## src/rtl/symcounter_pkg.sv

```systemverilog
// Shared types and default timing constants for the symbol-counting game.
// Holds the round/level sequencer state enum and a state-class helper.
package symcounter_pkg;

  typedef enum logic [2:0] {
    S_IDLE,
    S_PRELIM,
    S_ANSWER,
    S_POST,
    S_LEVEL,
    S_DONE
  } seq_state_t;

  localparam int DEF_TICK_DIV         = 50000;
  localparam int DEF_PRELIM_TICKS     = 20;
  localparam int DEF_ANSWER_TICKS     = 50;
  localparam int DEF_POST_TICKS       = 10;
  localparam int DEF_ROUNDS_PER_LEVEL = 4;
  localparam int DEF_MAX_LEVEL        = 8;

  // IDLE and DONE are the only untimed, non-busy states.
  function automatic logic is_rest(seq_state_t s);
    return (s == S_IDLE) || (s == S_DONE);
  endfunction

endpackage

```

## src/rtl/tick_prescaler.sv

```systemverilog
// Divides clk into one-cycle ticks every TICK_DIV cycles.
// Ports: clk, reset (async high), clear (restart count), tick (out).
module tick_prescaler
  import symcounter_pkg::*;
#(
  parameter int TICK_DIV = DEF_TICK_DIV
) (
  input  logic clk,
  input  logic reset,
  input  logic clear,
  output logic tick
);

  localparam int CW = (TICK_DIV > 2) ? $clog2(TICK_DIV) : 1;

  logic [CW-1:0] cnt_q;
  logic [CW-1:0] cnt_d;

  assign tick = (cnt_q == CW'(TICK_DIV - 1));

  always_comb begin
    cnt_d = cnt_q + CW'(1);
    if (clear || tick) cnt_d = '0;
  end

  always_ff @(posedge clk or posedge reset) begin
    if (reset) cnt_q <= '0;
    else       cnt_q <= cnt_d;
  end

endmodule

```

## src/rtl/period_sequencer.sv

```systemverilog
// Round/level FSM: PRELIM -> ANSWER -> POST per round, LEVEL between levels.
// Ports: clk, reset, start, answerDone in; period levels, level, round,
// ticksLeft, busy, gameOver out (all registered).
module period_sequencer
  import symcounter_pkg::*;
#(
  parameter int TICK_DIV         = DEF_TICK_DIV,
  parameter int PRELIM_TICKS     = DEF_PRELIM_TICKS,
  parameter int ANSWER_TICKS     = DEF_ANSWER_TICKS,
  parameter int POST_TICKS       = DEF_POST_TICKS,
  parameter int ROUNDS_PER_LEVEL = DEF_ROUNDS_PER_LEVEL,
  parameter int MAX_LEVEL        = DEF_MAX_LEVEL,
  parameter int TICK_W           = 8,
  parameter int LEVEL_W          = 4
) (
  input  logic               clk,
  input  logic               reset,
  input  logic               start,
  input  logic               answerDone,
  output logic               prelimPeriod,
  output logic               answerPeriod,
  output logic               postPeriod,
  output logic               levelChng,
  output logic [LEVEL_W-1:0] level,
  output logic [LEVEL_W-1:0] round,
  output logic [TICK_W-1:0]  ticksLeft,
  output logic               busy,
  output logic               gameOver
);

  seq_state_t state_q, state_d;
  logic [TICK_W-1:0]  ticks_q, ticks_d;
  logic [LEVEL_W-1:0] level_q, level_d;
  logic [LEVEL_W-1:0] round_q, round_d;
  logic prelim_q, prelim_d;
  logic answer_q, answer_d;
  logic post_q, post_d;
  logic lvlchg_q, lvlchg_d;
  logic busy_q, busy_d;
  logic over_q, over_d;

  logic tick;
  logic enter;
  logic expire;

  // Prescaler restarts on every state entry and idles in IDLE/DONE,
  // so a timed state lasts exactly N*TICK_DIV cycles.
  tick_prescaler #(
    .TICK_DIV(TICK_DIV)
  ) u_presc (
    .clk  (clk),
    .reset(reset),
    .clear(enter || is_rest(state_q)),
    .tick (tick)
  );

  assign expire = tick && (ticks_q == TICK_W'(1));

  always_comb begin
    state_d = state_q;
    ticks_d = ticks_q;
    level_d = level_q;
    round_d = round_q;
    enter   = 1'b0;
    unique case (state_q)
      S_IDLE, S_DONE: begin
        if (start) begin
          state_d = S_PRELIM;
          ticks_d = TICK_W'(PRELIM_TICKS);
          level_d = '0;
          round_d = '0;
          enter   = 1'b1;
        end
      end
      S_PRELIM: begin
        if (expire) begin
          state_d = S_ANSWER;
          ticks_d = TICK_W'(ANSWER_TICKS);
          enter   = 1'b1;
        end else if (tick) begin
          ticks_d = ticks_q - TICK_W'(1);
        end
      end
      S_ANSWER: begin
        // Early submit and expiry merge into one POST entry.
        if (answerDone || expire) begin
          state_d = S_POST;
          ticks_d = TICK_W'(POST_TICKS);
          enter   = 1'b1;
        end else if (tick) begin
          ticks_d = ticks_q - TICK_W'(1);
        end
      end
      S_POST: begin
        if (expire) begin
          enter = 1'b1;
          if (round_q < LEVEL_W'(ROUNDS_PER_LEVEL - 1)) begin
            state_d = S_PRELIM;
            ticks_d = TICK_W'(PRELIM_TICKS);
            round_d = round_q + LEVEL_W'(1);
          end else begin
            state_d = S_LEVEL;
            ticks_d = TICK_W'(1);
            round_d = '0;
          end
        end else if (tick) begin
          ticks_d = ticks_q - TICK_W'(1);
        end
      end
      S_LEVEL: begin
        if (expire) begin
          enter = 1'b1;
          if (level_q == LEVEL_W'(MAX_LEVEL - 1)) begin
            state_d = S_DONE;
            ticks_d = '0;
          end else begin
            state_d = S_PRELIM;
            ticks_d = TICK_W'(PRELIM_TICKS);
            level_d = level_q + LEVEL_W'(1);
          end
        end else if (tick) begin
          ticks_d = ticks_q - TICK_W'(1);
        end
      end
      default: begin
        state_d = S_IDLE;
        ticks_d = '0;
      end
    endcase
  end

  // Outputs are decoded from the next state so they rise on the
  // transition edge itself.
  always_comb begin
    prelim_d = (state_d == S_PRELIM);
    answer_d = (state_d == S_ANSWER);
    post_d   = (state_d == S_POST);
    lvlchg_d = (state_d == S_LEVEL);
    busy_d   = !is_rest(state_d);
    over_d   = (state_d == S_DONE);
  end

  always_ff @(posedge clk or posedge reset) begin
    if (reset) begin
      state_q  <= S_IDLE;
      ticks_q  <= '0;
      level_q  <= '0;
      round_q  <= '0;
      prelim_q <= 1'b0;
      answer_q <= 1'b0;
      post_q   <= 1'b0;
      lvlchg_q <= 1'b0;
      busy_q   <= 1'b0;
      over_q   <= 1'b0;
    end else begin
      state_q  <= state_d;
      ticks_q  <= ticks_d;
      level_q  <= level_d;
      round_q  <= round_d;
      prelim_q <= prelim_d;
      answer_q <= answer_d;
      post_q   <= post_d;
      lvlchg_q <= lvlchg_d;
      busy_q   <= busy_d;
      over_q   <= over_d;
    end
  end

  assign prelimPeriod = prelim_q;
  assign answerPeriod = answer_q;
  assign postPeriod   = post_q;
  assign levelChng    = lvlchg_q;
  assign level        = level_q;
  assign round        = round_q;
  assign ticksLeft    = ticks_q;
  assign busy         = busy_q;
  assign gameOver     = over_q;

endmodule

```

## config.mk

```make
export PLATFORM = sky130hd
export DESIGN_NAME = period_sequencer
export DESIGN_NICKNAME = d
export VERILOG_FILES = /design/src/rtl/symcounter_pkg.sv /design/src/rtl/tick_prescaler.sv /design/src/rtl/period_sequencer.sv
export SDC_FILE = /design/constraint.sdc
export NUM_CORES = 1
export LEC_CHECK = 0
export ABC_AREA = 1
export BUFFER_PORTS_ARGS = -buffer_cell sky130_fd_sc_hd__buf_2
export CAP_MARGIN = 20
export CELL_PAD_IN_SITES_DETAIL_PLACEMENT = 1
export CELL_PAD_IN_SITES_GLOBAL_PLACEMENT = 2
export CORE_ASPECT_RATIO = 1.5
export CORE_MARGIN = 1.5
export CORE_UTILIZATION = 35
export DETAILED_ROUTE_END_ITERATION = 6
export GPL_ROUTABILITY_DRIVEN = 0
export PLACE_DENSITY_LB_ADDON = 0.1
export SYNTH_ARGS = -nofsm -noshare
export SYNTH_HDL_FRONTEND = slang
export SYNTH_SLANG_ARGS = --single-unit
```

## constraint.sdc

```tcl
create_clock -name clk -period 2.4 [get_ports clk]
set_input_delay 0.24 -clock clk [delete_from_list [all_inputs] [get_ports clk]]
set_output_delay 0.24 -clock clk [all_outputs]
set_load 0.1 [all_outputs]
```

; Word-level counts from Yosys, hierarchy flattened
; Index checks and enable logic that the tools add are counted.
[totals]
reg_bits = 41
output_inout_bits = 22
[classes]
eq_ne = 17
n_addsub = 4
muxes = 29
n_lt_le_gt_ge = 1
reduce_logical = 15
[ops]
columns = op, count
row1 = 8-bit 2-to-1 mux, 6
row2 = 8-bit one-hot mux with 5 select lines, 1
row3 = 3-bit 2-to-1 mux, 7
row4 = 4-bit 2-to-1 mux, 5
row5 = "16-bit by 1-bit adder with 16-bit output, second input constant", 1
row6 = "16-bit equality test, second input constant", 1
row7 = 16-bit 2-to-1 mux, 1
row8 = 4-bit one-hot mux with 2 select lines, 2
row9 = 3-bit one-hot mux with 5 select lines, 1
row10 = "3-bit by 2-bit equality test with 1-bit output, second input constant", 4
row11 = "3-bit equality test, second input constant", 4
row12 = 5-bit 2-to-1 mux, 2
row13 = "4-bit by 1-bit adder with 4-bit output, second input constant", 2
row14 = "8-bit by 1-bit equality test with 1-bit output, second input constant", 1
row15 = "2-bit != test, second input constant", 4
row16 = "8-bit by 1-bit subtractor with 8-bit output, second input constant", 1
row17 = "3-bit by 1-bit equality test with 1-bit output, second input constant", 2
row18 = 3-bit logical NOT, 2
row19 = 1-bit logical OR, 5
row20 = "4-bit by 3-bit equality test with 1-bit output, second input constant", 1
row21 = "4-bit by 2-bit < comparator with 1-bit output, second input constant", 1
row22 = 4-bit AND reduction, 1
row23 = 2-bit nonzero test, 2
row24 = 1-bit 2-to-1 mux, 3
row25 = other kinds (6), 6

; Longest topological paths before layout
[logic_depth]
word_depth = 8
mapped_depth = 12
depth_no_buf = 12

; Cells and area by module
; A second synthesis with hierarchy kept.
[hier_totals]
cells_unflattened = 340
hier_area_um2 = 2546.2
[modules_own_cells]
columns = mod, cells_each, n_inst, seq_area_each_um2, area_each_um2
row1 = period_sequencer, 220, 1, 625.6, 1632.8
row2 = tick_prescaler, 120, 1, 400.4, 913.4

; Worst setup path before layout
; OpenSTA, ideal clock, no wires.
[synth_timing]
kind = register to register
start = reg ticks_q[1], in the netlist ticksLeft[1]
end = reg busy_q, in the netlist busy
path_stages_with_launch = 13
period_less_slack_ps = 2271
slack_ps = 129
t_arrival_ps = 2154
n_path_buf = 0
required_ps = 2282
path_cell_list = dfrtp_1 inv_1 ha_1 nand2_2 nor2_4 nand3_4 nand2_2 nand2_4 nand3_2 nor2_4 nand2_1 nand2_1 nand2_1
[synth_via]
elab_chain_cells = 8
[synth_rtl]
columns = item, line_no
row1 = "start, declared", period_sequencer.sv:32  ; logic [TICK_W-1:0] ticks_q, ticks_d;
row2 = "start signal, assigned", period_sequencer.sv:157  ; ticks_q <= ticks_d;
row3 = 8-bit by 1-bit equality test with 1-bit output (*), period_sequencer.sv:57  ; assign expire = tick && (ticks_q == TICK_W'(1));
row4 = 1-bit logical AND (*), period_sequencer.sv:57
row5 = 1-bit logical OR, period_sequencer.sv:86  ; if (answerDone || expire) begin
row6 = 3-bit 2-to-1 mux, period_sequencer.sv:86
row7 = 3-bit one-hot mux with 5 select lines (*), period_sequencer.sv:65  ; unique case (state_q)
row8 = 3-bit equality test or 3-bit logical NOT (tied branches), symcounter_pkg.sv:23  ; return (s == S_IDLE) || (s == S_DONE);
row9 = 1-bit logical OR (*), symcounter_pkg.sv:23
row10 = 1-bit logical NOT (*), period_sequencer.sv:139  ; busy_d = !is_rest(state_d);
row11 = named net busy_d, period_sequencer.sv:39  ; logic busy_q, busy_d;
row12 = "end signal, assigned", period_sequencer.sv:164  ; busy_q <= busy_d;
row13 = "end, declared", period_sequencer.sv:39
; The timed path passes the listed nets; every way through them passes the cells marked *.
; A chain may end at the register's enable or synchronous reset.

; Worst setup path in the final report
[layout_timing]
start = reg u_presc.cnt_q[0]
end = reg u_presc.cnt_q[9]
[layout_via]
elab_chain_cells = 8
[layout_rtl]
columns = item, line_no
row1 = "start, declared", tick_prescaler.sv:16  ; logic [CW-1:0] cnt_q;
row2 = "start signal, assigned", tick_prescaler.sv:28  ; else cnt_q <= cnt_d;
row3 = 16-bit equality test, tick_prescaler.sv:19  ; assign tick = (cnt_q == CW'(TICK_DIV - 1));
row4 = 1-bit logical AND, period_sequencer.sv:57
row5 = 1-bit logical OR, period_sequencer.sv:86
row6 = 1-bit 2-to-1 mux, period_sequencer.sv:86
row7 = 1-bit one-hot mux with 3 select lines, period_sequencer.sv:65
row8 = 1-bit logical OR, period_sequencer.sv:53  ; .clear(enter || is_rest(state_q)),
row9 = 1-bit logical OR, tick_prescaler.sv:23  ; if (clear || tick) cnt_d = '0;
row10 = 16-bit 2-to-1 mux (*), tick_prescaler.sv:23
row11 = named net u_presc.cnt_d[9], tick_prescaler.sv:17  ; logic [CW-1:0] cnt_d;
; Marks and branches as above.

==> results.toml <==
[outcome]
outcome = "complete, no violations"

[floorplanning]
die_height_um = 109
pin_count = 26
die_w_um = 73.8
initial_core_util = 0.362
core_um2 = 7270
die_footprint_um2 = 8050
fp-row-count = 38

[global_route]
overflow = 0
groute.usage.overall = 0.187
grt_pass1_vias = 2407
grt_pass1_wl_um = 11600
maximum_number_of_pins_on_one_net_before_global_route_repair = 18
antenna_found_initial = 0

[logic_synthesis]
post_synth.cell_area_avg_um2 = 8.07
netlist_top_cells_area = "dfrtp_1 (39%), nand2_1 (11%), nor2_4 (8.1%), nor2_1 (6.1%), nand3_1 (4.4%)"
synthesis.yosys.warnings = 0
synth_enable_flop_cells = 0
synth.yosys.seq_area_share = 0.390
synth.distinct_cells = 32
syn-num-nets = 335
synth_async_sr_flop_share = 1.00
synthesis.instances = 326
post_synth_instance_area_um2 = 2630
post_synth_most_frequent_cells = "nand2_1 (74), nor2_1 (43), dfrtp_1 (41), inv_1 (30), nand3_1 (23)"
yosysMostFrequentCell = "nand2_1"
netlist.area_leader.share = 0.390
yosys_most_used_dff = "dfrtp_1"
synth_area_leader_cell = "dfrtp_1"
postSynthRegisterBits = 41

[sta]
fin_worst_skew_ns = 0.00812
drv_slew = 0
final_report_hold_violation_count = 0
achievable_frequency_mhz = 519
worst_slew_margin_rel = 0.676
rsz_0062_raised_after_global_routing = "false"
worst_slack_on_hold_paths_ns = 0.280
min_period_over_period = 0.803
period_minus_slack_ns = 1.93
setup_total_negative_slack_ns = 0
timing_worst_slew_pin_value_ns = 0.489
finalSetupViolations = 0

[layout]
layout.core_utilization = 0.414
multi_input_comb_area_um2 = 1420
antenna-diode-count = 0
layout-drive-gt1-share = 0.264
nFillCells = 928
syn2layout_area_growth_pct = 14.4
final-seq-area_um2 = 1030
layout.nets = 371

[critical_path]
cpMostUsedCell = "nand3_4"
crit_chain = "ha_1, nand3_4, nor2_4, nand3_4, nand2_2, nand2_4, o2111ai_4, buf_12, nor2_1"
critPathMaxFanout = 16
critPathKind = "reg -> reg"
slowest_delay_ns = 0.46
timing.critical_path.arrival_ns = 2.11
worstPathRequired_ns = 2.59
critPathSlowestCell = "dfrtp_1"
critical_path.top_delay_family = "simple AND/OR/NAND/NOR gates"
critical_path.endpoint_type = "flop"
register_to_register_setup_slack_ns = 0.47
critical_path_buf_inv_count = 1
critical_path_source_type = "flop"

[route]
drt_iter0_markers = 65
first_pass_iters = 4
drcViolationCount = 0
vias_per_cell = 4.80
wl_per_cell_um = 14.2
drt.antenna.violating_nets = 0
vias = 2222
postRouteWirelength_um = 6580

[clock_network]
cts_root_buffer = "clkbuf_8"
clk_pin_slew_ns = 0.08
cts_tree = "done"
cts.sinks = 41
postCtsHoldBufs = 1
cts_max_path_buffers = 2
tritoncts.num_buffers = 5
insertion_delay_ns = 0.30
cts_htree_levels = 2
post_cts.resized_instances = 0
post-cts-setup-buffers = 0

[placement]
place.port_buffers = 25
place.detailed.hpwl_um = 5380

[run]
cap_violations = 0

[power_and_ir_drop]
areal_power_density_over_the_cells_nw_per_um2 = 847
power.ir.vdd_worst_uv = 513
p_leak_nw = 1.46

[min_path]
hp-class = "in -> reg"
-- power breakdown --
part	switching, mW	internal [mW]	leakage [nW]
clock	0.256	0.233	0.0512
sequential	0.139	0.790	0.544
combinational	0.809	0.320	0.863
total	1.20	1.34	1.46
-- path summary, 6_finish.rpt --
path,to,cells past startpoint,from
hold / removal,ticksLeft[6]$_DFFE_PP0P_,4,start
hold reg to reg,round[3]$_DFFE_PP0P_,2,round[3]$_DFFE_PP0P_
max in group asynchronous,ticksLeft[7]$_DFFE_PP0P_,4,reset
setup reg to reg,u_presc.cnt_q[9]$_DFF_PP0_,9,u_presc.cnt_q[0]$_DFF_PP0_
setup / recovery,u_presc.cnt_q[9]$_DFF_PP0_,9,u_presc.cnt_q[0]$_DFF_PP0_
min in group asynchronous,u_presc.cnt_q[4]$_DFF_PP0_,3,reset
-- kinds of logic (layout without fill, tap and decap cells) --
kind of cell	count (synthesis)	in the layout	synth area share
AND/OR/NAND/NOR	193	193	0.392
buffers and inverters	45	82	0.0704
flip-flops	41	41	0.390
AO/OA/AOI/OAI	25	25	0.0671
XOR/XNOR	17	17	0.0566
adder cells (fa/ha/maj)	5	5	0.0238
-- worst reg2reg max path, delay by kind of cell (launching register included) --
kind	cells	cell delay, ns
and+or+nand+nor	6	0.78
DFF	1	0.46
adders and majority gates	1	0.26
buffers and inverters	1	0.22
AOI/OAI and AO/OA	1	0.10
-- metrics by stage --
stage	setup slack (ns)	cell area, um^2	power (mW)	instances
floorplan	0.129	2630	1.86	326
global placement	0.492	2900	2.08	454
detailed placement	0.472	2900	2.09	454
CTS	0.456	3010	2.60	463
global route	0.290	3010	2.73	463
finish	0.473	3010	2.55	463
-- registers in the layout, indices dropped and copies added (netlist names) --
| register | cells |
|---|---|
| prelimPeriod | 1 |
| round | 4 |
| state_q | 3 |
| gameOver | 1 |
| ticksLeft | 8 |
| answerPeriod | 1 |
| level | 4 |
| u_presc.cnt_q | 16 |
| postPeriod | 1 |
| levelChng | 1 |
| busy | 1 |
-- layout make-up --
cell class	count	area share
Multi-Input combinational cell	240	0.472
Sequential cell	41	0.341
Timing Repair Buffer	30	0.0590
Inverter	44	0.0549
Tap cell	100	0.0416
Clock buffer	6	0.0274
Clock inverter	2	0.00457
-- layout by cell type (no fill, tap or decap), types with 2 or more instances in the layout --
master    instances
nand2_1          74
nor2_1           43
dfrtp_1          41
inv_1            29
buf_2            25
nand3_1          23
nor2_4           19
inv_2            14
xor2_1           13
nand2_2          10
nand4_1          10
o21ai_1           9
clkbuf_8          6
ha_1              5
o21ai_0           4
a21oi_1           4
xnor2_1           4
nor3_2            3
nand3_2           3
buf_4             3
nand3_4           2
nor2_2            2
-- per-layer routing --
metal	up-vias	routed length [um]	global-route usage
li1	1107	-	-
met1	1086	2630	0.212
met2	19	3700	0.348
met3	10	108	0.0296
met4	0	139	0.0622
met5	-	0	0
Power figures use the tool's default switching activity.
